$ cat config.mk
export PLATFORM = sky130hd
export DESIGN_NAME = vga_pixel_fetch
export DESIGN_NICKNAME = d
export VERILOG_FILES = /design/src/rtl/vga_pkg.sv /design/src/rtl/vga_scale_counter.sv /design/src/rtl/vga_pixel_fetch.sv
export SDC_FILE = /design/constraint.sdc
export NUM_CORES = 1
export LEC_CHECK = 0
export CORE_ASPECT_RATIO = 0.75
export CORE_MARGIN = 3
export CORE_UTILIZATION = 35
export CTS_CLUSTER_DIAMETER = 200
export DETAILED_ROUTE_END_ITERATION = 12
export GPL_ROUTABILITY_DRIVEN = 0
export MAX_ROUTING_LAYER = met4
export PLACE_DENSITY_LB_ADDON = 0.15
export SLEW_MARGIN = 40
export SYNTH_ARGS = -nofsm -noshare
export SYNTH_HDL_FRONTEND = slang
export SYNTH_SLANG_ARGS = --single-unit
$ cat constraint.sdc
create_clock -name clk -period 3.5 [get_ports clk]
set_input_delay 0.7 -clock clk [delete_from_list [all_inputs] [get_ports clk]]
set_output_delay 0.7 -clock clk [all_outputs]
set_load 0.01 [all_outputs]
$ cat src/rtl/vga_pkg.sv
// Shared constants and helpers for the VGA pixel-fetch stage.
// Holds the 640x480 raster geometry, the 128x96 frame-memory shape,
// the 5x replication factor and the colour/sync encodings used by
// vga_scale_counter and vga_pixel_fetch.
package vga_pkg;

  localparam int H_ACTIVE = 640;
  localparam int V_ACTIVE = 480;
  localparam int H_TOTAL  = 800;
  localparam int V_TOTAL  = 525;
  localparam int SCALE    = 5;
  localparam int MEM_W    = 128;
  localparam int MEM_H    = 96;
  localparam int ADDR_W   = 14;
  localparam int RGB_W    = 3;

  // Column index occupies the low address bits, row the high bits.
  localparam int COL_W = $clog2(MEM_W);
  localparam int ROW_W = ADDR_W - COL_W;
  localparam int SUB_W = $clog2(SCALE);

  // Syncs are active-low, so the idle level is high.
  localparam logic SYNC_IDLE = 1'b1;

  typedef logic [RGB_W-1:0] rgb_t;

  // Frame-memory address of a (row, col) source pixel.
  function automatic logic [ADDR_W-1:0] pix_addr(input logic [ROW_W-1:0] row,
                                                 input logic [COL_W-1:0] col);
    return {row, col};
  endfunction

endpackage

$ cat src/rtl/vga_scale_counter.sv
// Sub/main counter pair used to replicate each source pixel SCALE times.
// The sub counter runs 0..SCALE-1; when it wraps the main counter steps.
//   clk, reset : clock and synchronous active-high reset
//   en         : update strobe (pixel tick); nothing changes without it
//   restart    : treat the current count as zero before applying inc
//   clr        : force the count to zero (overrides inc)
//   inc        : advance the sub counter by one position
//   main       : main count (source pixel index)
module vga_scale_counter
  import vga_pkg::*;
#(
  parameter int MAIN_W = 7
) (
  input  logic              clk,
  input  logic              reset,
  input  logic              en,
  input  logic              restart,
  input  logic              clr,
  input  logic              inc,
  output logic [MAIN_W-1:0] main
);

  localparam logic [SUB_W-1:0] SUB_LAST = SUB_W'(SCALE - 1);

  logic [SUB_W-1:0]  sub_r;
  logic [MAIN_W-1:0] main_r;
  logic [SUB_W-1:0]  base_sub_s;
  logic [MAIN_W-1:0] base_main_s;
  logic [SUB_W-1:0]  sub_nxt_s;
  logic [MAIN_W-1:0] main_nxt_s;

  // Next count: a restart makes the step start from zero, so the pixel
  // that triggers it is counted as the first replica of source pixel 0.
  always_comb begin
    if (restart) begin
      base_sub_s  = {SUB_W{1'b0}};
      base_main_s = {MAIN_W{1'b0}};
    end else begin
      base_sub_s  = sub_r;
      base_main_s = main_r;
    end

    if (clr) begin
      sub_nxt_s  = {SUB_W{1'b0}};
      main_nxt_s = {MAIN_W{1'b0}};
    end else if (inc) begin
      if (base_sub_s == SUB_LAST) begin
        sub_nxt_s  = {SUB_W{1'b0}};
        main_nxt_s = base_main_s + MAIN_W'(1);
      end else begin
        sub_nxt_s  = base_sub_s + SUB_W'(1);
        main_nxt_s = base_main_s;
      end
    end else begin
      sub_nxt_s  = base_sub_s;
      main_nxt_s = base_main_s;
    end
  end

  // Count register, updated only on enabled edges.
  always_ff @(posedge clk) begin
    if (reset) begin
      sub_r  <= {SUB_W{1'b0}};
      main_r <= {MAIN_W{1'b0}};
    end else if (en) begin
      sub_r  <= sub_nxt_s;
      main_r <= main_nxt_s;
    end else begin
      sub_r  <= sub_r;
      main_r <= main_r;
    end
  end

  assign main = main_r;

endmodule

$ cat src/rtl/vga_pixel_fetch.sv
// Pixel-data stage in front of the VGA pins. Maps the 640x480 raster onto
// a 128x96 3-bit frame memory with 5x replication, fetches the pixel and
// drives colour plus syncs, all delayed by one pixel so they stay aligned.
//   clk, reset          : 100 MHz clock, synchronous active-high reset
//   pix_tick            : one-clk 25 MHz pixel enable
//   h_cnt, v_cnt        : raster position of the current pixel
//   video_on            : current pixel is inside the visible area
//   hsync_in, vsync_in  : raw syncs for the current pixel
//   mem_addr, mem_rdata : frame-memory read port (1-clk synchronous read)
//   VGA_RED/GREEN/BLUE  : registered colour
//   VGA_HSYNC/VSYNC     : registered syncs, aligned with the colour
module vga_pixel_fetch
  import vga_pkg::*;
(
  input  logic              clk,
  input  logic              reset,
  input  logic              pix_tick,
  input  logic [9:0]        h_cnt,
  input  logic [9:0]        v_cnt,
  input  logic              video_on,
  input  logic              hsync_in,
  input  logic              vsync_in,
  output logic [ADDR_W-1:0] mem_addr,
  input  logic [RGB_W-1:0]  mem_rdata,
  output logic              VGA_RED,
  output logic              VGA_GREEN,
  output logic              VGA_BLUE,
  output logic              VGA_HSYNC,
  output logic              VGA_VSYNC
);

  localparam logic [9:0] H_LAST = 10'(H_ACTIVE - 1);
  localparam logic [9:0] V_LAST = 10'(V_ACTIVE - 1);

  logic              line_end_s;
  logic              last_line_s;
  logic              resync_s;
  logic              row_inc_s;
  logic              row_clr_s;
  logic [COL_W-1:0]  col_s;
  logic [ROW_W-1:0]  row_s;
  logic [ADDR_W-1:0] fetch_addr_s;
  rgb_t              rgb_nxt_s;

  logic              video_on_d_r;
  logic              hs_d_r;
  logic              vs_d_r;
  rgb_t              rgb_r;
  logic              hsync_r;
  logic              vsync_r;

  // Raster decodes. The (0,0) pixel restarts both counters so a reset
  // released mid-frame is recovered at the next frame start; that pixel
  // itself must fetch address 0.
  always_comb begin
    line_end_s  = video_on && (h_cnt == H_LAST);
    last_line_s = (v_cnt == V_LAST);
    resync_s    = (h_cnt == 10'd0) && (v_cnt == 10'd0);
    row_inc_s   = line_end_s && !last_line_s;
    row_clr_s   = line_end_s && last_line_s;
    if (resync_s) begin
      fetch_addr_s = {ADDR_W{1'b0}};
    end else begin
      fetch_addr_s = pix_addr(row_s, col_s);
    end
  end

  // Column: one replica per visible pixel, cleared at the end of each line.
  vga_scale_counter #(.MAIN_W(COL_W)) u_col_cnt (
    .clk     (clk),
    .reset   (reset),
    .en      (pix_tick),
    .restart (resync_s),
    .clr     (line_end_s),
    .inc     (video_on),
    .main    (col_s)
  );

  // Row: one replica per visible line, cleared after the last visible line.
  vga_scale_counter #(.MAIN_W(ROW_W)) u_row_cnt (
    .clk     (clk),
    .reset   (reset),
    .en      (pix_tick),
    .restart (resync_s),
    .clr     (row_clr_s),
    .inc     (row_inc_s),
    .main    (row_s)
  );

  // Stage A: issue the fetch and delay the per-pixel controls alongside it.
  // The address is held through blanking.
  always_ff @(posedge clk) begin
    if (reset) begin
      mem_addr     <= {ADDR_W{1'b0}};
      video_on_d_r <= 1'b0;
      hs_d_r       <= SYNC_IDLE;
      vs_d_r       <= SYNC_IDLE;
    end else if (pix_tick) begin
      if (video_on) begin
        mem_addr <= fetch_addr_s;
      end else begin
        mem_addr <= mem_addr;
      end
      video_on_d_r <= video_on;
      hs_d_r       <= hsync_in;
      vs_d_r       <= vsync_in;
    end else begin
      mem_addr     <= mem_addr;
      video_on_d_r <= video_on_d_r;
      hs_d_r       <= hs_d_r;
      vs_d_r       <= vs_d_r;
    end
  end

  // Colour for the pixel fetched one tick ago; black outside the visible area.
  always_comb begin
    if (video_on_d_r) begin
      rgb_nxt_s = mem_rdata;
    end else begin
      rgb_nxt_s = {RGB_W{1'b0}};
    end
  end

  // Stage B: colour and syncs leave together, so they cannot skew.
  always_ff @(posedge clk) begin
    if (reset) begin
      rgb_r   <= {RGB_W{1'b0}};
      hsync_r <= SYNC_IDLE;
      vsync_r <= SYNC_IDLE;
    end else if (pix_tick) begin
      rgb_r   <= rgb_nxt_s;
      hsync_r <= hs_d_r;
      vsync_r <= vs_d_r;
    end else begin
      rgb_r   <= rgb_r;
      hsync_r <= hsync_r;
      vsync_r <= vsync_r;
    end
  end

  assign VGA_RED   = rgb_r[2];
  assign VGA_GREEN = rgb_r[1];
  assign VGA_BLUE  = rgb_r[0];
  assign VGA_HSYNC = hsync_r;
  assign VGA_VSYNC = vsync_r;

endmodule

# After elaboration in Yosys (flattened, before gate mapping)
# Cells that the tools add are included.
# totals
reg_bits,42
in_bits,29
wordCells,45
out_inout_bits,19
# classes
add_sub_neg,4
eq_ne,4
muxes,18
n_reduce_logical,8
# ops
cell,count
7-bit two-way mux,8
3-bit two-way mux,9
10-bit logical NOT,2
"7-bit by 1-bit adder with 7-bit output, second input constant",2
14-bit two-way mux,1
"10-bit == test, second input constant",1
"10-bit by 9-bit == test with 1-bit output, second input constant",1
"3-bit by 1-bit adder with 3-bit output, second input constant",2
"3-bit == test, second input constant",2
1-bit logical AND,4
2-bit AND reduction,1
1-bit logical NOT,1

# Longest topological paths before layout
# Gate-level depths: netlist (run 1).
# logic_depth
depth_word,7
depth_mapped,12
ltp_nobuf,10

# Cells and area by module
# Synthesis (run 1) repeated with hierarchy kept, for this count alone.
# unflattened
hier_cells,237
area_unflattened_um2,2212.1
# modules_own_cells
mod,cells_per_inst,seq_area_each_um2,n_inst,area_per_inst_um2
vga_scale_counter,79,200.2,2,649.4
vga_pixel_fetch,79,440.4,1,913.4

# Worst setup path after synthesis (run 1)
# OpenSTA, ideal clock, no wires.
# synth_timing
kind,input-to-reg
from,in v_cnt[0]
to,reg u_row_cnt.main_r[5] (netlist: u_row_cnt.main[5])
t_required_ps,3427
n_path_buf,2
setup_time_ps,73
arrival_time_ps,2946
path_stages,12
path_slack_ps,481
path_cell_list,nor4_1 > and4_1 > nand2_1 > clkbuf_1 > clkbuf_1 > nand2_1 > ha_1 > nand2_1 > nor4_4 > nand4_1 > or3_1 > o211ai_2
# synth_between
elab_chain_len,7
word_cells_on_any_way,13
classes_between,1 x add/sub; 2 x eq/ne; 5 x mux; 5 x reduce/logical
# synth_rtl
item,line_no,text
start: declaration,vga_pixel_fetch.sv:19,"input logic [9:0] v_cnt,"
10-bit logical NOT,vga_pixel_fetch.sv:58,resync_s = (h_cnt == 10'd0) && (v_cnt == 10'd0);
1-bit logical AND,vga_pixel_fetch.sv:58,
7-bit two-way mux or 3-bit two-way mux (tied branches),vga_scale_counter.sv:35,if (restart) begin
7-bit by 1-bit adder with 7-bit output or 3-bit == test (tied branches),"vga_scale_counter.sv:49, vga_scale_counter.sv:47",
7-bit two-way mux,vga_scale_counter.sv:47,if (base_sub_s == SUB_LAST) begin
7-bit two-way mux,vga_scale_counter.sv:46,end else if (inc) begin
7-bit two-way mux (*),vga_scale_counter.sv:43,if (clr) begin
end signal: assignment,vga_scale_counter.sv:64,main_r <= {MAIN_W{1'b0}};
end signal: assignment,vga_scale_counter.sv:67,main_r <= main_nxt_s;
end signal: assignment,vga_scale_counter.sv:70,main_r <= main_r;
end: declaration,vga_scale_counter.sv:26,logic [MAIN_W-1:0] main_r;
# Mark *: on every way between the ends. The rest lies on a longest branch, timed or not.
# A chain may end at the register's enable or synchronous reset.

# Worst setup path after layout (run 1)
# layout_timing
from,in v_cnt[5]
to,reg u_row_cnt.main_r[5] (netlist: u_row_cnt.main[5])
# Same word-level chain as after synthesis.

==> impl_results.md, run 1 <==
* Status: finished, final reports clean
* DRC violations left at 0
* DR WL/cell at 14.34 um
* Worst hold start: mem_addr[2]
* Ports at 48
* CP Max Fanout at 6
* Hold Path Stages at 2
* YS warnings at 0
* CTS clk-pin slew, worst paths at 80 ps
* Post-Route WL at 5664 um
* Layout cell share with drive strength beyond 1 at 0.08438
* Worst path top cell family by delay: simple AND/OR/NAND/NOR gates
* Final Skew at ~4.7 ps
* Post-synth top area share at 0.3934
* Synth cell types at 45
* Number of diodes at 0
* Grt total ovfl at 0
* Hold Crit Endpoint: mem_addr[2]
* Sequential area share after synthesis at 0.3934
* FP Rows at 23
* CP Launch Type: input port
* Leak at about 0.97 nW
* Fillcell total at approximately 560
* Port Buf Inserts at 47
* Cell count after placement at a little under 400
* Area leader, netlist: dfxtp_1
* Syn_nets at around 310
* Most used cell, CP: nand2_1
* Area post-placement at approximately 2700 um2
* RSZ-0062 raised after global routing: false
* Worst path arrival time at around 3400 ps
* Maximum vdd ir drop at 0.1837 mV
* WP buf/inv at 1
* Cell Area, Synth at about 2100 um2
* Fmax at roughly 320 MHz
* Fin. Hold Viols at 0
* Area Growth Syn to Fin at 32.14%
* Commonest non-fill, non-tap cells in the layout: clkdlybuf4s50_1 (47), dfxtp_1 (42), nand2_1 (36), nand3_1 (33), a21oi_1 (29)
* Clk root buf: clkbuf_8
* CTS tree: built
* Top cells by area, synth: dfxtp_1 (39%), nand3_1 (7.7%), a21oi_1 (6.8%)
* Fin crit period at roughly 3200 ps
* Synthesis-stage register bit count at between 40 and 50
* Crit share post-route at 0.9019
* Post-synth ARST share at 0
* Worst path slowest cell: clkdlybuf4s50_1
* Drt pass-1 iters at 4
* Chip width at 96.23 um
* TritonCTS Buffers at 5
* Avg Inst Size Synth at between 7 and 8 um2
* Cts hold-fix bufs at 0
* Fin cells at slightly below 400
* Setup Fix Bufs, Post-CTS at 0
* Resized cells post-CTS at 0
* Clock Path Buffers at 2
* HPWL after DPL at between 4000 and 5000 um
* R2R Setup Slk at ~1800 ps
* Final setup violation count at 0
* Setup CP Type: in -> reg
* Starting DRT DRC Count at 100
* Final Cell Area at between 2000 and 3000 um2
* Least-Margin Pin Slew at 703.0 ps
* # clock sinks at 42
* Gr usage total at 0.1731
* DR vias at 2125
* Class of the worst hold path: reg -> reg
* Initial antenna violation count at 0
* Number of synthesized flops with an enable pin at 0
* Max Cap Violations at 0
* Slew Viols, Final at 0
* Most common cell after layout, fill and taps aside: clkdlybuf4s50_1
* Worst r2r path cells at 7
* Vias per std cell at ~5.4
* CP Capture Type: register
* # H-tree levels at 2
* Reg-to-reg critical path endpoint: u_row_cnt.main[5]
* Post-Syn Instances at around 270
* Nets@finish at 355
* Crit Reg-Reg Startpoint: u_row_cnt.sub_r[0]
* Post-route ant nets at 0
* Power density of the placed cells at approximately 340 nW/um2
* Cell chain of the critical path: clkdlybuf4s50_1, nor4_1, and4_1, nand2_1, nand2_1, ha_1, nand2_1, nor4_4, nand4_1, or3_1, o211ai_2
* Slew margin rel. at 0.5313
* Crit-path max cell delay at around 440 ps
* Die height at 73.67 um
* Starting Density at 0.3808
* Clk_lat worst skew at about 290 ps
* Vias in the first global route at 1914
* CP required at roughly 3700 ps
* Pin count of the biggest net entering global routing at 20
* CORE AREA at 5612 um2
* Setup tns final at 0 ps
* Prevailing post-synth register cell: dfxtp_1
* Die Area at between 7000 and 8000 um2
* First-pass GRT wire length at a little over 9000 um
-- report_power, final --
group,internal (W),switching (W),leakage (nW)
Clock,0.000228,0.000164,0.0573
Sequential,0.000483,0.00000308,0.340
Combinational,0.0000477,0.0000449,0.575
-- cells by family (layout without fill, tap and decap cells) --
kind of cell,count (synthesis),after routing,share of synthesized area
AO/OA/AOI/OAI,69,69,0.2067
adder cells (fa/ha/maj),6,6,0.03513
multiplexers,2,2,0.009368
AND/OR/NAND/NOR,125,125,0.3039
buffers and inverters,28,76,0.05152
flip-flops,42,42,0.3934
-- worst reg2reg max path, cell delays in order, from the launching register on --
cell and delay [ps]:
dfxtp_1 330, nand2_1 80, ha_1 200, nand2_1 120, nor4_4 260, nand4_1 150
or3_1 340, o211ai_2 150
-- Yosys cell counts, drive strengths merged (7+ instances only) --
cell,count
dfxtp,42
nand2,36
nand3,33
a21oi,29
clkbuf,12
inv,12
nor2,12
o21ai,9
nand4,8
a31oi,7
nor4,7
-- layout make-up --
class                      count  area, um2  area share
clock buffer                   6      82.58     0.02924
clock inverter                 1      30.03     0.01063
inverter                      12      45.04     0.01595
multi-input combinational    202       1186      0.4200
sequential                    42      840.8      0.2977
tap                           75      93.84     0.03323
timing repair buffer          57      545.5      0.1932
-- registers in the layout, indices dropped and copies added (netlist names) --
register         flops
u_col_cnt.sub_r      3
vs_d_r               1
u_row_cnt.main       7
mem_addr            14
VGA_VSYNC            1
u_row_cnt.sub_r      3
hs_d_r               1
VGA_HSYNC            1
u_col_cnt.main       7
video_on_d_r         1
rgb_r                3
-- worst max-delay path by stage --
stage,from,endpoint,slack (ps),cells after the start
detailed placement,v_cnt[5],u_row_cnt.main[5],100,11
global route,v_cnt[5],u_row_cnt.main[5],30,11
CTS,v_cnt[5],u_row_cnt.main[5],390,11
finish,v_cnt[5],u_row_cnt.main[5],340,11
global placement,v_cnt[1],u_row_cnt.main[5],150,11
floorplan,v_cnt[0],u_row_cnt.main[5],480,12
-- metal layers --
metal / share of wire / global-route usage
met4: 0.0065 / 0.03312
met3: 0.035 / 0.03685
met5: 0 / -
met2: 0.43 / 0.2525
met1: 0.53 / 0.2472
-- through the flow --
stage	total power, W	setup slack (ps)	hold WS (ps)	utilization
global placement	0.0005898	152.2	441.4	0.4832
floorplan	0.0005360	481.2	431.4	-
finish	0.0009711	343.2	452.0	0.5032
CTS	0.0009803	387.5	454.2	0.5032
global route	0.001007	28.17	465.1	0.5032
detailed placement	0.0005901	96.85	444.8	0.4832
Note: power is estimated with default switching activity, not from simulation.
==> inputs of run 2 (changes only) <==
- GPL_TIMING_DRIVEN: not set -> 0
==> impl_results.md, run 2 (same netlist as run 1, synthesis figures left out) <==
* Status: finished, final reports clean
* Initial antenna violation count at 0
* R2R Setup Slk at approximately 1700 ps
* Pin count of the biggest net entering global routing at 15
* CORE AREA at ~5600 um2
* Final Skew at between 2 and 3 ps
* CP Max Fanout at 10
* Crit share post-route at 0.9746
* Final core utilization at 0.5166
* CTS tree: built
* Drt pass-1 iters at 4
* First-pass GRT wire length at about 10000 um
* HPWL after DPL at between 4000 and 5000 um
* CTS clk-pin slew, worst paths at ~80 ps
* Vias per std cell at 5.480
* Slew Viols, Final at 0
* Fmax at 293.1 MHz
* Hold Path Stages at 2
* Layout cell share with drive strength beyond 1 at 0.1094
* Clock Path Buffers at 2
* Nets@finish at ~360
* Vias in the first global route at approximately 2000
* Fin crit period at 3411 ps
* Die Area at approximately 7000 um2
* Number of diodes at 0
* Clk root buf: clkbuf_8
* Slew margin rel. at 0.4984
* Leak at between 0.9 and 1 nW
* Hold Slack at 456.6 ps
* CP Capture Type: register
* Top reg by flops: mem_addr
* Most common cell after layout, fill and taps aside: clkdlybuf4s50_1
* Gr usage total at 0.1862
* CP Launch Type: input port
* DR vias at about 2200
* FP Rows at 23
* Worst r2r path cells at 7
* CP required at between 3000 and 4000 ps
* Fin. Hold Viols at 0
* Setup CP Type: in -> reg
* Chip width at slightly below 100 um
* Post-Route WL at between 6000 and 7000 um
* Power density of the placed cells at 311.1 nW/um2
* Post-route ant nets at 0
* # clock sinks at 42
* Maximum vdd ir drop at a little under 0.2 mV
* # H-tree levels at 2
* Worst setup slack after layout at 88.73 ps
* Starting DRT DRC Count at between 150 and 200
* Grt total ovfl at 0
* Crit Reg-Reg Startpoint: u_row_cnt.sub_r[0]
* Class of the worst hold path: reg -> reg
* Commonest non-fill, non-tap cells in the layout: clkdlybuf4s50_1 (45), dfxtp_1 (42), nand2_1 (33), nand3_1 (32), a21oi_1 (29)
* Ports at 48
* Cell count after placement at 394
* Max Cap Violations at 0
* DR WL/cell at between 15 and 20 um
* Port Buf Inserts at 47
* Dpl ws at -511.8 ps
* Final setup violation count at 0
* Reg-to-reg critical path endpoint: u_row_cnt.main[5]
* Die height at between 70 and 80 um
* Hold Crit Endpoint: mem_addr[12]
* Fin cells at around 400
* TritonCTS Buffers at 5
* DRC violations left at 0
* Worst path arrival time at between 3000 and 4000 ps
* Clk_lat worst skew at 290 ps
* Cts hold-fix bufs at 0
* Area Growth Syn to Fin at 35.66%
* Starting Density at 0.3808
* Worst hold start: mem_addr[12]
* Largest register FFs at 14
* Least-Margin Pin Slew at between 700 and 800 ps
run 2: layout make-up:
cell class	count	area [um2]
clock buffer	5	68.82
buffer	16	76.32
sequential	42	840.8
inverter	12	45.04
multi-input combinational	202	1262
fill	563	2713
clock inverter	3	21.27
timing repair buffer	49	490.5
tap	75	93.84
run 2: metrics by stage:
stage	total power [W]	setup TNS, ps	area (um2)
2_1_floorplan	0.0005360	0	2137
3_3_place_gp	0.0005898	-4733	2701
3_5_place_dp	0.0005906	-4630	2701
4_1_cts	0.0009105	0	2819
5_1_grt	0.0009468	-27.08	2899
6_report	0.0009018	0	2899
run 2: worst max-delay path, cell delays in order:
cell and delay, ps:
clkdlybuf4s50_1 460, nor4_2 330, and4_1 280, nand2_1 100
buf_6 180, buf_4 180, nand2_2 110, ha_4 150
nand2_2 90, nor4_4 330, nand4_1 160, or3_4 410
o211ai_2 150
run 2: repair_timing:
action | CTS | global route
buffers inserted | 0 | 2
cloned | 0 | 0
gates resized for setup | 6 | 19
pin swaps | 0 | 6
endpoints found under the setup margin | 9 | 9
run 2: routing by layer:
metal | track usage | wire length (um) | share of wire
met1 | 0.2873 | 3210 | 0.52
met2 | 0.2448 | 2603 | 0.42
met3 | 0.03889 | 328 | 0.053
met4 | 0.03785 | 52 | 0.0084
met5 | - | 0 | 0
run 2: worst max path at each step:
stage,from,to,cells past startpoint
final,v_cnt[4],u_row_cnt.main[5],13
after global routing,v_cnt[0],u_row_cnt.main[5],13
after CTS,v_cnt[0],u_row_cnt.main[5],13
after detailed placement,v_cnt[1],u_row_cnt.main[5],13
after global placement,v_cnt[1],u_row_cnt.main[5],13
after floorplan,v_cnt[0],u_row_cnt.main[5],12
run 2: where the power goes:
part | internal (W) | switching [W] | leakage (nW)
Combinational | 0.0000478 | 0.0000506 | 0.598
Clock | 0.000140 | 0.000177 | 0.0441
Sequential | 0.000483 | 0.00000290 | 0.340
Total | 0.000671 | 0.000231 | 0.981
==> inputs of run 3 (changes only) <==
- clock period: 3.5 -> 3.95 ns (I/O delays scaled with it)
==> impl_results.md, run 3 (same netlist as run 1, synthesis figures left out) <==
* Final setup violation count at 0
* CTS tree: built
* Cell chain of the critical path: clkdlybuf4s50_1, nor4_1, and4_1, nand2_1, clkbuf_2, clkbuf_2, nand2_1, ha_1, nand2_1, nor4_4, nand4_1, or3_1, o211ai_2
* FP Rows at 23
* Layout cell share with drive strength beyond 1 at 0.06728
* Crit-path max cell delay at approximately 420 ps
* Worst path slowest cell: clkdlybuf4s50_1
* # clock sinks at 42
* Seq pwr share at 0.538
* Pin count of the biggest net entering global routing at 15
* Setup tns final at 0 ps
* Post-Route WL at around 6000 um
* Switching share of power at 0.2581
* RSZ-0062 raised after global routing: false
* Slew margin rel. at 0.5259
* HPWL after DPL at approximately 4600 um
* Setup Fix Bufs, Post-CTS at 0
* First-pass GRT wire length at between 9000 and 10000 um
* Internal power at between 0.0005 and 0.0006 W
* CP required at roughly 4200 ps
* Max Cap Violations at 0
* Setup CP Type: in -> reg
* Fin. Hold Viols at 0
* Final Skew at about 6.7 ps
* Met3 Use GR at 0.03889
* Post-route ant nets at 0
* Resized cells post-CTS at 0
* Clock Path Buffers at 2
* # H-tree levels at 2
* Vias per std cell at 5.353
* Clk_lat worst skew at 300 ps
* Power density of the placed cells at between 200 and 300 nW/um2
* Grt peak-use layer: met1
* DR WL/cell at roughly 15 um
* Ports at 48
* GR Layer Usage met1 at 0.2867
* Leak at roughly 0.94 nW
* Fillcell total at between 500 and 600
* Starting Density at 0.3808
* Total power at about 0.0008 W
* CORE AREA at approximately 5600 um2
* Vias in the first global route at approximately 2000
* Status: finished, final reports clean
* DR vias at between 2000 and 2500
* Clk root buf: clkbuf_8
* Nets@finish at around 360
* Drt pass-1 iters at 4
* CP Launch Type: input port
* Combinational share of power at 0.103
* Gr usage total at 0.1857
* Switching pwr at a little over 0.0002 W
* Largest register FFs at 14
* CTS clk-pin slew, worst paths at 90 ps
* Die Area at just over 7000 um2
* Top reg by flops: mem_addr
* Clk network pwr share at 0.359
* Commonest non-fill, non-tap cells in the layout: clkdlybuf4s50_1 (47), dfxtp_1 (42), nand2_1 (36), nand3_1 (33), a21oi_1 (29)
* Most used cell, CP: nand2_1
* Dpl ws at -151.8 ps
* CP Max Fanout at 10
* Most common cell after layout, fill and taps aside: clkdlybuf4s50_1
* Initial antenna violation count at 0
* Die height at ~74 um
* Starting DRT DRC Count at 120
* Worst setup slack after layout at approximately 240 ps
* DRC violations left at 0
* R2R Setup Slk at 2220 ps
* CP Capture Type: register
* Least-Margin Pin Slew at just over 700 ps
* TritonCTS Buffers at 5
* GR Util met2 at 0.2441
* Worst path arrival time at 3950 ps
* Port Buf Inserts at between 40 and 50
* Number of diodes at 0
* Chip width at 96.23 um
* Grt total ovfl at 0
* Fmax at between 200 and 300 MHz
* Class of the worst hold path: reg -> reg
* Slew Viols, Final at 0
* Fin crit period at 3708 ps
* Crit share post-route at 0.9388
* Area Growth Syn to Fin at 30.74%
* Cts hold-fix bufs at 0
* Maximum vdd ir drop at ~0.17 mV
## run 3: area by class of cell
class | instances | area [um2] | share of cell area
Clock inverter | 3 | 21.27 | 0.007613
Sequential cell | 42 | 840.8 | 0.3009
Clock buffer | 5 | 68.82 | 0.02463
Inverter | 12 | 45.04 | 0.01612
Buffer | 16 | 67.56 | 0.02418
Multi-Input combinational cell | 202 | 1186 | 0.4245
Tap cell | 75 | 93.84 | 0.03359
Timing Repair Buffer | 47 | 470.5 | 0.1684
## run 3: metrics by stage
| stage | instance area [um2] | util | hold WS (ps) | instances |
|---|---|---|---|---|
| global route | 2794 | 0.4979 | 472.1 | 402 |
| global placement | 2701 | 0.4814 | 444.5 | 394 |
| finish | 2794 | 0.4979 | 457.3 | 402 |
| floorplan | 2137 | - | 431.4 | 272 |
| CTS | 2791 | 0.4974 | 458.6 | 402 |
| detailed placement | 2701 | 0.4814 | 447.3 | 394 |
## run 3: routing by layer
layer / share of wire / vias to the layer above
met4: 0.0047 / 0
met2: 0.41 / 45
met3: 0.053 / 4
met1: 0.54 / 1000
li1: - / 1103
met5: 0 / -
## run 3: power by group through the flow
stage | clock, W | combinational, W | sequential, W
2_1_floorplan | 0 | 0.0000340 | 0.000441
3_3_place_gp | 0 | 0.0000820 | 0.000441
3_5_place_dp | 0 | 0.0000828 | 0.000441
4_1_cts | 0.000291 | 0.0000829 | 0.000431
5_1_grt | 0.000312 | 0.0000913 | 0.000431
6_report | 0.000287 | 0.0000828 | 0.000431
## run 3: worst max-delay path, delay by kind of cell
kind | cells | cell delay, ps
adder cells (fa/ha/maj) | 1 | 200
AO/OA/AOI/OAI | 1 | 150
AND/OR/NAND/NOR | 8 | 1860
buffers and inverters | 3 | 930
## run 3: final timing paths
check / from / depth (start not counted) / end
max: v_cnt[1] / 13 / u_row_cnt.main[5]
min reg2reg: mem_addr[12] / 2 / mem_addr[12]
min: mem_addr[12] / 2 / mem_addr[12]
max reg2reg: u_row_cnt.sub_r[0] / 7 / u_row_cnt.main[5]
==> edit 1 (config.mk and constraints of run 1) <==
Set the package constant `SYNC_IDLE` to 1'b0 (it was 1'b1).
--- a/src/rtl/vga_pkg.sv
+++ b/src/rtl/vga_pkg.sv
@@ -22,3 +22,3 @@
   // Syncs are active-low, so the idle level is high.
-  localparam logic SYNC_IDLE = 1'b1;
+  localparam logic SYNC_IDLE = 1'b0;
 
Behaviour: not the same (Yosys sat finds a counterexample within 4 cycles, from zero or initial values and one cycle with reset high).
==> edit 1 against run 1 <==
Total power is 2.2% lower. Sequential cell count is the same. Register-to-register slack improved by 0.06 ns. Wire length fell by 9.8%. First-iteration DRC count rose by 14%. Fmax is 4.0% higher. Utilization decreased by 0.84 points. Via count shrank 4.8%. Setup slack better by 0.12 ns. Combinational power is 10% lower. Synthesized area decreased by 2.8%. Count of clock-buffer cells in the layout unchanged. Final area fell by 3.2%. Synthesized cell count shrank 3.3%. Critical path type unchanged. Critical endpoint is now u_col_cnt.main[6].
==> edit 1: results (changes against run 1) <==
| Metric | Value |
|---|---|
| Run status | finished, final reports clean |
| Post-placement setup slack | 0.148 ns (+0.0512 ns) |
| Synthesized area per cell | 7.90 um^2 (+0.52%) |
| Total Routed Length | 5.11 mm (-9.8%) |
| DR WL/cell | 13.3 um (-7.5%) |
| Multiplexer share of the synthesized area | 2.41% (+1.5 points) |
| Syn Nets | 298 (-2.9%) |
| Detailed Route Iter0 Violations | 114 (+14%) |
| Adder-cell area share of the yosys netlist | 3.61% (+0.10 points) |
| Buffers added on ports | 47 (unchanged) |
| P_leak | 1.02 nW (+4.8%) |
| Vias | 2023 (-4.8%) |
| Slew margin rel. | 50.9% (-2.2 points) |
| Crit path arrival time | 3.26 ns (-0.13 ns) |
| Switching Fraction | 22.2% (+0.40 points) |
| Filler cells | 556 (-1.4%) |
| Share of layout cells above drive strength 1 | 7.10% (-1.3 points) |
| Post-DP HPWL | 3.83 mm (-9.7%) |
| Worst VDD drop | 0.181 mV (-1.4%) |
| Reg with most FFs | mem_addr |
| Gr usage total | 16.5% (-0.80 points) |
| Register area share after synthesis | 40.5% (+1.1 points) |
| Largest cells by area after synthesis | dfxtp_1, a21oi_1, nand2_1 |
| FF-to-FF setup slack | 1.87 ns (+0.06 ns) |
| Total Nets Final | 344 (-3.1%) |
| Number of global-route vias before repair | 1885 (-1.5%) |
| Placed Cells | 377 (-2.8%) |
| Post-route clock period utilization | 86.7% (-3.5 points) |
| Commonest cells in the netlist | dfxtp_1, nand2_1, a21oi_1 |
| Post-Synth XOR/XNOR Area | 0.422% (+0.42 points) |
| First-pass GRT wire length | 8.79 mm (-5.5%) |
| Largest net degree at the start of global routing | 18 (-10%) |
| Placed inst area | 2620 um^2 (-3.2%) |
| Synth cell types | 42 (-6.7%) |
-- edit 1: final timing paths --
path | cells past startpoint | startpoint | to
max reg2reg | 7 | u_row_cnt.sub_r[0] | u_row_cnt.main[6]
min reg2reg | 2 | mem_addr[10] | mem_addr[10]
min | 2 | mem_addr[10] | mem_addr[10]
max | 11 | h_cnt[9] | u_col_cnt.main[6]
-- edit 1: area by class of cell --
class,instances,share of cell area (%)
clock inverter,2,1.37
tap,75,3.43
inverter,5,0.686
sequential,42,30.8
timing repair buffer,56,19.7
clock buffer,6,2.65
multi-input combinational,199,41.4
-- edit 1: power by group through the flow --
stage	Sequential (W)	Clock, W	Combinational, W
floorplan	0.000496	0	0.0000335
global placement	0.000496	0	0.0000835
detailed placement	0.000496	0	0.0000831
CTS	0.000485	0.000398	0.0000839
global route	0.000485	0.000416	0.0000924
finish	0.000485	0.000382	0.0000833
-- edit 1: cells by family after synthesis --
group	Yosys count
compound gates	61
xor+xnor	1
fa+ha+maj	6
buf+inv	22
flops	42
mux	5
simple gates	126
-- edit 1: worst max-delay path, stage by stage --
cell and delay (ns):
clkdlybuf4s50_1 0.41, or4_4 0.53, or2_1 0.34, nand2_1 0.13
ha_1 0.18, and3_1 0.26, and4_1 0.26, nand3_1 0.10
nor2_1 0.10, nand3_1 0.08, a31oi_1 0.16
-- edit 1: routing by layer --
layer  share of wire (%)  vias to the layer above  global-route usage, %  wire (um)
li1                    -                     1044                      -          -
met1                  49                      931                   22.1       2520
met2                  45                       42                   25.2       2290
met3                 4.6                        6                   3.20        237
met4                 1.2                        0                   5.28         63
met5                   0                        -                      -          0
-- edit 1: per-stage QoR --
step	utilization [%]	power (W)	hold WS, ns
floorplan	-	0.000530	0.436
global placement	47.5	0.000579	0.440
detailed placement	47.5	0.000579	0.444
CTS	49.5	0.000967	0.457
global route	49.5	0.000994	0.480
finish	49.5	0.000950	0.451
==> edit 2 (flow settings as in run 1) <==
Made on the original files. Add an input register stage for `h_cnt`, cleared by the reset; this delays it by one clock. The other inputs are not delayed to match.
--- a/src/rtl/vga_pixel_fetch.sv
+++ b/src/rtl/vga_pixel_fetch.sv
@@ -34,2 +34,12 @@
 
+  logic [9:0] h_cnt_q;
+
+  always_ff @(posedge clk) begin
+    if (reset) begin
+      h_cnt_q <= '0;
+    end else begin
+      h_cnt_q <= h_cnt;
+    end
+  end
+
   logic              line_end_s;
@@ -55,5 +65,5 @@
   always_comb begin
-    line_end_s  = video_on && (h_cnt == H_LAST);
+    line_end_s  = video_on && (h_cnt_q == H_LAST);
     last_line_s = (v_cnt == V_LAST);
-    resync_s    = (h_cnt == 10'd0) && (v_cnt == 10'd0);
+    resync_s    = (h_cnt_q == 10'd0) && (v_cnt == 10'd0);
     row_inc_s   = line_end_s && !last_line_s;
Check against the original RTL: not equivalent (a bounded check fails within 10 cycles, from zero or initial values and one cycle with reset high).
==> edit 2 against run 1 <==
Sequential cell count is 10 higher. Synthesized area is 11% higher. Largest power group unchanged. Combinational power is 2% higher. Wire length is 6.3% higher. Count of clock-buffer cells in the layout is 1 lower. Critical endpoint is now u_col_cnt.main[5]. Synthesized cell count is 5.1% higher. Final area is 9.5% higher. Die area is 9.8% higher. Critical path type unchanged. Total power is 13% higher. Hold slack better by 0.0024 ns. Setup slack worse by 0.042 ns. Critical path depth is 1 higher.
==> edit 2: results (changes against run 1) <==
| Metric | Value |
|---|---|
| Run status | finished, final reports clean |
| Met3 routed WL | 279 um (+40%) |
| Final WS setup | 0.302 ns (-0.0416 ns) |
| Total Nets Final | 375 (+5.6%) |
| Worst VDD drop | 0.146 mV (-21%) |
| Placed inst area | 2990 um^2 (+10%) |
| Gr usage total | 16.3% (-1.0 points) |
| Largest cells by area after synthesis | dfxtp_1, a21oi_1, nand2_1 |
| Fin Clk Skew | 0.00931 ns (+0.00464 ns) |
| Synth cell types | 34 (-24%) |
| Routed vias/inst | 5.39 (+0.20%) |
| Post-placement setup slack | 0.0307 ns (-0.0661 ns) |
| Crit path max fanout | 8 (+2) |
| Total Routed Length | 6.02 mm (+6.3%) |
| Commonest cells in the netlist | dfxtp_1, nand2_1, a21oi_1 |
| FF-to-FF setup slack | 0.80 ns (-1.01 ns) |
| Reg area | 1040 um^2 (+24%) |
| Hold Path Sink | mem_addr[11] |
| R2r endpoint | u_col_cnt.main[5] |
| P_leak | 1.10 nW (+13%) |
| Synthesized area per cell | 8.26 um^2 (+5.1%) |
| Largest net degree at the start of global routing | 48 (+140%) |
| Share of layout cells above drive strength 1 | 6.78% (-1.7 points) |
| Post-DP HPWL | 4.30 mm (+1.3%) |
| Filler cells | 645 (+14%) |
| Min-delay src | mem_addr[11] |
| Placed Cells | 414 (+6.7%) |
| Adder-cell area share of the yosys netlist | 3.18% (-0.33 points) |
| M1 WL | 3.05 mm (+2.4%) |
| Multiplexer share of the synthesized area | 2.54% (+1.6 points) |
| Reg2reg path depth | 11 (+4) |
| Number of global-route vias before repair | 2084 (+8.9%) |
| Met2 wire length | 2.64 mm (+8.1%) |
| End of the critical path | u_col_cnt.main[5] |
| Worst r2r src | h_cnt_q[8] |
| Syn Nets | 321 (+4.6%) |
-- edit 2: changes by cell type after synthesis, sizes merged, moves of 5 or more --
cell	change
nor2b	+7
o21ai	+8
nand3	-7
dfxtp	+10
a31oi	-5
a32o	+6
a21o	+5
-- edit 2: where the power goes --
part	switching [W]	internal, W	leakage (nW)	total (W)
Combinational	0.0000466	0.0000475	0.626	0.0000940
Sequential	0.00000701	0.000602	0.423	0.000609
Clock	0.000185	0.000205	0.0501	0.000390
Total	0.000239	0.000855	1.10	0.00109
-- edit 2: final cells by class --
type	count	share of cell area, %
multi-input combinational	210	39.8
sequential	52	33.7
timing repair buffer	63	19.1
tap	81	3.28
clock buffer	5	2.23
clock inverter	1	0.971
inverter	8	0.971
-- edit 2: per-layer routing --
metal	GRT usage [%]	up-vias
li1	-	1150
met1	23.5	1068
met2	23.3	41
met3	3.36	5
met4	3.77	0
met5	-	-
